`src/rtl/bp_fpga_host_pkg.sv`:
```
// bp_fpga_host_pkg: shared state enum, BedRock IO message types and putchar address
package bp_fpga_host_pkg;
  localparam int paddr_width_gp = 40;
  localparam int data_width_gp = 64;
  localparam int payload_width_gp = 16;
  localparam logic [paddr_width_gp-1:0] putchar_addr_gp = 40'h0010_1000;
  typedef enum logic [1:0] {e_idle, e_send, e_wait, e_error} io_cmd_gen_state_e;
  typedef enum logic [3:0] {
    e_bedrock_mem_rd    = 4'd0,
    e_bedrock_mem_wr    = 4'd1,
    e_bedrock_mem_uc_rd = 4'd2,
    e_bedrock_mem_uc_wr = 4'd3,
    e_bedrock_mem_amo   = 4'd4
  } bp_bedrock_mem_type_e;
  typedef enum logic [2:0] {
    e_bedrock_msg_size_1   = 3'd0,
    e_bedrock_msg_size_2   = 3'd1,
    e_bedrock_msg_size_4   = 3'd2,
    e_bedrock_msg_size_8   = 3'd3,
    e_bedrock_msg_size_16  = 3'd4,
    e_bedrock_msg_size_32  = 3'd5,
    e_bedrock_msg_size_64  = 3'd6,
    e_bedrock_msg_size_128 = 3'd7
  } bp_bedrock_msg_size_e;
  typedef struct packed {
    bp_bedrock_mem_type_e mem;
  } bp_bedrock_msg_type_s;
  typedef struct packed {
    logic [payload_width_gp-1:0] payload;
    bp_bedrock_msg_size_e        size;
    logic [paddr_width_gp-1:0]   addr;
    bp_bedrock_msg_type_s        msg_type;
  } bp_bedrock_io_mem_header_s;
  typedef struct packed {
    logic [data_width_gp-1:0]  data;
    bp_bedrock_io_mem_header_s header;
  } bp_bedrock_io_mem_msg_s;
  localparam int io_mem_msg_width_lp = $bits(bp_bedrock_io_mem_msg_s);
endpackage

```
`src/rtl/bsg_debounce_edge.sv`:
```
// bsg_debounce_edge: synchronize a raw level, debounce it and pulse on its accepted rising edge
module bsg_debounce_edge #(
  parameter int cycles_p = 1000000
) (
  input  logic clk_i,
  input  logic reset_n_i,
  input  logic i,
  output logic rise_o
);
  localparam int cw_lp = $clog2(cycles_p + 1);
  logic [1:0] sync_r;
  logic stable_r, hit;
  logic [cw_lp-1:0] cnt_r;
  assign hit = (sync_r[1] != stable_r) && (cnt_r == cw_lp'(cycles_p - 1));
  // count how long the synchronized level has disagreed with the stable level; accept after cycles_p
  always_ff @(posedge clk_i or negedge reset_n_i)
    if (!reset_n_i) begin
      sync_r   <= '0;
      stable_r <= 1'b0;
      cnt_r    <= '0;
      rise_o   <= 1'b0;
    end else begin
      sync_r   <= {sync_r[0], i};
      cnt_r    <= (sync_r[1] == stable_r || hit) ? '0 : cnt_r + 1'b1;
      stable_r <= hit ? sync_r[1] : stable_r;
      rise_o   <= hit & sync_r[1];
    end
endmodule

```
`src/rtl/bp_fpga_host_io_cmd_gen.sv`:
```
// bp_fpga_host_io_cmd_gen: button-driven putchar uncached-write source with response checking
module bp_fpga_host_io_cmd_gen
  import bp_fpga_host_pkg::*;
#(
  parameter logic [paddr_width_gp-1:0] putchar_addr_p = putchar_addr_gp,
  parameter int debounce_cycles_p = 1000000,
  parameter int resp_timeout_p = 65536,
  parameter logic [7:0] init_byte_p = 8'h41
) (
  input  logic                           clk_i,
  input  logic                           reset_n_i,
  input  logic                           send_i,
  output logic [io_mem_msg_width_lp-1:0] io_cmd_o,
  output logic                           io_cmd_v_o,
  input  logic                           io_cmd_ready_and_i,
  input  logic [io_mem_msg_width_lp-1:0] io_resp_i,
  input  logic                           io_resp_v_i,
  output logic                           io_resp_yumi_o,
  output logic                           busy_o,
  output logic                           error_o,
  output logic [15:0]                    sent_count_o
);
  localparam int tw_lp = $clog2(resp_timeout_p + 1);
  io_cmd_gen_state_e state_r, state_n;
  bp_bedrock_io_mem_msg_s cmd, resp;
  logic press, pending_r, err_set, ok, done, unused_resp;
  logic [7:0] data_byte_r;
  logic [tw_lp-1:0] tmr_r;
  assign resp = io_resp_i;
  assign unused_resp = ^{resp.data, resp.header.size, resp.header.payload};
  assign ok = (resp.header.msg_type.mem == e_bedrock_mem_uc_wr) && (resp.header.addr == putchar_addr_p);
  assign done = (state_r == e_wait) && io_resp_v_i && ok;
  assign busy_o = (state_r == e_send) || (state_r == e_wait);
  assign io_cmd_o = cmd;
  bsg_debounce_edge #(.cycles_p(debounce_cycles_p)) db (
    .clk_i(clk_i),
    .reset_n_i(reset_n_i),
    .i(send_i),
    .rise_o(press)
  );
  // putchar command: every byte lane carries the current character
  always_comb begin
    cmd = '0;
    cmd.header.msg_type.mem = e_bedrock_mem_uc_wr;
    cmd.header.addr = putchar_addr_p;
    cmd.header.size = e_bedrock_msg_size_1;
    cmd.data = {8{data_byte_r}};
  end
  // next state and handshakes; any response outside e_wait is unexpected and fatal
  always_comb begin
    state_n = state_r;
    io_cmd_v_o = 1'b0;
    io_resp_yumi_o = io_resp_v_i;
    err_set = 1'b0;
    case (state_r)
      e_idle: begin
        err_set = io_resp_v_i;
        state_n = io_resp_v_i ? e_error : pending_r ? e_send : e_idle;
      end
      e_send: begin
        io_cmd_v_o = 1'b1;
        err_set = io_resp_v_i;
        state_n = io_resp_v_i ? e_error : io_cmd_ready_and_i ? e_wait : e_send;
      end
      e_wait: begin
        err_set = io_resp_v_i ? !ok : (tmr_r == tw_lp'(resp_timeout_p - 1));
        state_n = err_set ? e_error : io_resp_v_i ? e_idle : e_wait;
      end
      e_error: state_n = e_error;
      default: begin
        err_set = 1'b1;
        state_n = e_error;
      end
    endcase
  end
  // state, one-deep press queue, character, completion count, sticky error and response timer
  always_ff @(posedge clk_i or negedge reset_n_i)
    if (!reset_n_i) begin
      state_r      <= e_idle;
      pending_r    <= 1'b0;
      data_byte_r  <= init_byte_p;
      sent_count_o <= '0;
      error_o      <= 1'b0;
      tmr_r        <= '0;
    end else begin
      state_r      <= state_n;
      pending_r    <= (state_r == e_idle && pending_r) ? 1'b0 : pending_r | (press && state_r != e_error);
      data_byte_r  <= data_byte_r + 8'(done);
      sent_count_o <= sent_count_o + 16'(done);
      error_o      <= error_o | err_set;
      tmr_r        <= (state_r == e_wait) ? tmr_r + 1'b1 : '0;
    end
endmodule
```
`config.mk`:
```
export PLATFORM = sky130hd
export DESIGN_NAME = bp_fpga_host_io_cmd_gen
export DESIGN_NICKNAME = d
export VERILOG_FILES = /design/src/rtl/bp_fpga_host_pkg.sv /design/src/rtl/bsg_debounce_edge.sv /design/src/rtl/bp_fpga_host_io_cmd_gen.sv
export SDC_FILE = /design/constraint.sdc
export NUM_CORES = 1
export LEC_CHECK = 0
export ABC_AREA = 1
export ABC_CLOCK_PERIOD_IN_PS = 4800
export CAP_MARGIN = 20
export CORE_MARGIN = 4
export CORE_UTILIZATION = 40
export CTS_BUF_LIST = sky130_fd_sc_hd__clkbuf_16
export DETAILED_ROUTE_END_ITERATION = 12
export GPL_ROUTABILITY_DRIVEN = 0
export HOLD_SLACK_MARGIN = 0.05
export PLACE_DENSITY = 0.88
export SETUP_SLACK_MARGIN = 0.02
export SLEW_MARGIN = 20
export SYNTH_ARGS = -nofsm -noshare
export SYNTH_HDL_FRONTEND = slang
export SYNTH_HIERARCHICAL = 1
export SYNTH_SLANG_ARGS = --single-unit
```
`constraint.sdc`:
```
create_clock -name clk_i -period 4.8 [get_ports clk_i]
set_clock_uncertainty 0.2 [all_clocks]
set_input_delay 0.96 -clock clk_i [delete_from_list [all_inputs] [get_ports clk_i]]
set_output_delay 0.96 -clock clk_i [all_outputs]
set_load 0.01 [all_outputs]
```
==> results.cfg <==
[finish]
fin_util_pct = 51.7
antennaDiodeCount = 0
area_delta_synth_final_pct = 24.4
drive_above_1_share_pct = 7.21
num-nets-final = 804
fill_cells = 1050

[yosys]
yosysWarnings = 6
synth_cell_types = 34
synthFlopType = dfrtp_1
synth_compound_area_share_pct = 3.76
synth_xor_xnor_area_share_pct = 5.34
ys_async_sr_fraction_pct = 100
syn-cell-area_um2 = 4590
yosys.area.top_type = dfrtp_1
synth.avg_cell_area_um2 = 7.95
muxShareOfSynthArea_pct = 0
ys_seq_elements = 69
synth_common_cells = buf_4, nor2_1, nand2_1
synth_top_area_share_pct = 36.5
synth_top_family_by_area = simple AND/OR/NAND/NOR gates
synth-edff-count = 0
synth_adder_area_share_pct = 3.00
synth_simple_gate_area_share_pct = 25.7
yosysSeqAreaShare_pct = 37.7
yosys-top-cells-area = dfrtp_1, buf_4, nor2_1
synthCells = 577
synth.most_common_cell = buf_4

[worst_setup_path]
path_delay_family = simple AND/OR/NAND/NOR gates
path_max_fanout = 3
critPathSlowestCell = clkdlybuf4s50_1
path_class = in -> reg
crit_chain = clkdlybuf4s50_1 -> inv_2 -> nor4_1 -> nand2_1 -> nor2_1 -> nand2_1 -> nor3_1 -> buf_4 -> ha_1 -> ha_1 -> nand2_2 -> nor3_4 -> nand3_2 -> nor2_2 -> nand3_2 -> xnor2_1
cp.arrival_ns = 3.55
crit_path_end_kind = flop
startpoint_type = input port
worstPathRequired_ns = 4.81
path_buf_inv = 3
cp_slowest_stage_delay_ns = 0.47

[floorplan]
start_util_pct = 41.6
core-area_um2 = 11000
die_x_um = 115
dieHeight_um = 115
ios = 279
std_cell_rows = 38
dieArea_um2 = 13200

[timing]
tns_ns = 0
period_needed_ns = 3.53
setup_violations = 0
min_period_over_period_pct = 73.6
rsz0062_at_grt = false
maxSlewViolCount = 0
slew_headroom_pct = 60.7
max_freq_ghz = 0.283
hold_viol = 0
worstMarginPinSlew_ns = 0.590

[clock_tree]
cts.clk_slew.worst_paths_ns = 0.06
cts.path.max_buffers = 2
cts_made_buffers = 9
clock_latency_ns = 0.33
htreeDepth = 3
post_cts_buffers = 0
ctsResizeCount = 0
postCtsHoldBufs = 0
cts_root_buffer = clkbuf_16
cts_tree = done
cts_sinks = 69

[place]
place_hpwl_um = 7380
io_buffers = 132

[detailed_routing]
drtIter0Drc = 191
post_drt_wl_per_cell_um = 11.5
drc_errors = 0
drt_first_pass_iters = 5
vias = 3516
via_per_inst = 4.36
antenna_left = 0
routed_wl_um = 9290

[min_path]
hp-class = reg -> reg

[grt]
grt_usage_pct = 13.9
grt_pass1_vias = 3227
gr-total-overflow = 0
grt_first_pass_wirelength_um = 14900
grt_max_degree = 47
antenna_found_initial = 0

[power_and_ir_drop]
internal_power_w = 0.00110
netSwitchingPower_w = 0.000403
p_seq_share_pct = 40.7
combPwrFrac_pct = 15.8
leakage_nw = 2.63
swShare_pct = 26.8
p_per_area_nw_per_um2 = 264
p_clk_share_pct = 43.5
ir_drop_v = 0.000219

[outcome]
status = finished, final reports clean

[job]
cap_viol_max_count = 0
power by group through the flow:
stage / registers, W / clock network [W] / logic [W]
detailed placement: 0.000625 / 0 / 0.000239
global route: 0.000616 / 0.000703 / 0.000272
finish: 0.000614 / 0.000655 / 0.000238
CTS: 0.000614 / 0.000678 / 0.000241
floorplan: 0.000622 / 0 / 0.000172
global placement: 0.000624 / 0 / 0.000238
per-layer routing:
layer,global-route usage (%),wire [um]
met5,0,0
met2,24.2,4710
met1,17.2,3970
met4,2.74,75
met3,3.89,539
cell usage in the layout, fill, tap and decap left out, types with 4 or more instances in the layout:
master	netlist	layout
nand3_2	5	5
clkbuf_16	0	9
inv_1	46	46
inv_2	7	7
o21ai_0	15	15
nor4_1	10	10
nand4_1	7	7
nor3_1	8	8
a21oi_1	11	11
nand2_2	4	4
xor2_1	18	18
ha_1	11	11
xnor2_1	10	10
dfrtp_1	67	67
nand3_1	20	20
clkdlybuf4s50_1	0	131
nor2_1	100	100
conb_1	2	63
nand2_1	91	91
cell families (layout without fill, tap and decap cells):
group           Yosys count  count (layout)
simple gates            260             260
xor+xnor                 28              28
buf+inv                 175             203
flops                    69              69
other cells               2              63
compound gates           32              32
fa+ha+maj                11              11
state kept, by name, summed over array words and instances, names as in the netlist:
name / cells
db/rise_o: 1
tmr_r: 17
data_byte_r: 8
state_r: 2
db/stable_r: 1
sent_count_o: 16
db/cnt_r: 20
error_o: 1
db/sync_r: 2
pending_r: 1
final timing paths:
path	slack, ns	from	endpoint	cells after the start
min reg2reg	0.15	db/sync_r[0]	db/sync_r[1]	0
max	1.27	io_resp_i[16]	sent_count_o[14]	16
min	0.15	db/sync_r[0]	db/sync_r[1]	0
max reg2reg	1.69	state_r[0]	sent_count_o[14]	13
max in group asynchronous	3.24	reset_n_i	db/cnt_r[16]	2
min in group asynchronous	0.43	reset_n_i	sent_count_o[4]	1
cell type report:
class                   instances  area (um^2)  area share, %
clock inverters                 7         72.6           1.27
clock buffers                   9          225           3.95
flip-flops and latches         69         1730           30.3
repair buffers                134         1330           23.4
multi-input cells             394         1970           34.6
inverters                      53          199           3.49
well taps                     140          175           3.07
through the flow:
stage | hold WS (ns) | power (W) | instance area, um^2 | cells | worst slack, ns
global route | 0.166 | 0.00159 | 5710 | 806 | 1.02
floorplan | 0.131 | 0.000794 | 4820 | 638 | 1.74
global placement | 0.132 | 0.000862 | 5410 | 790 | 0.987
CTS | 0.154 | 0.00153 | 5710 | 806 | 1.26
detailed placement | 0.136 | 0.000864 | 5410 | 790 | 0.909
finish | 0.149 | 0.00151 | 5710 | 806 | 1.27
Power figures use the tool's default switching activity.
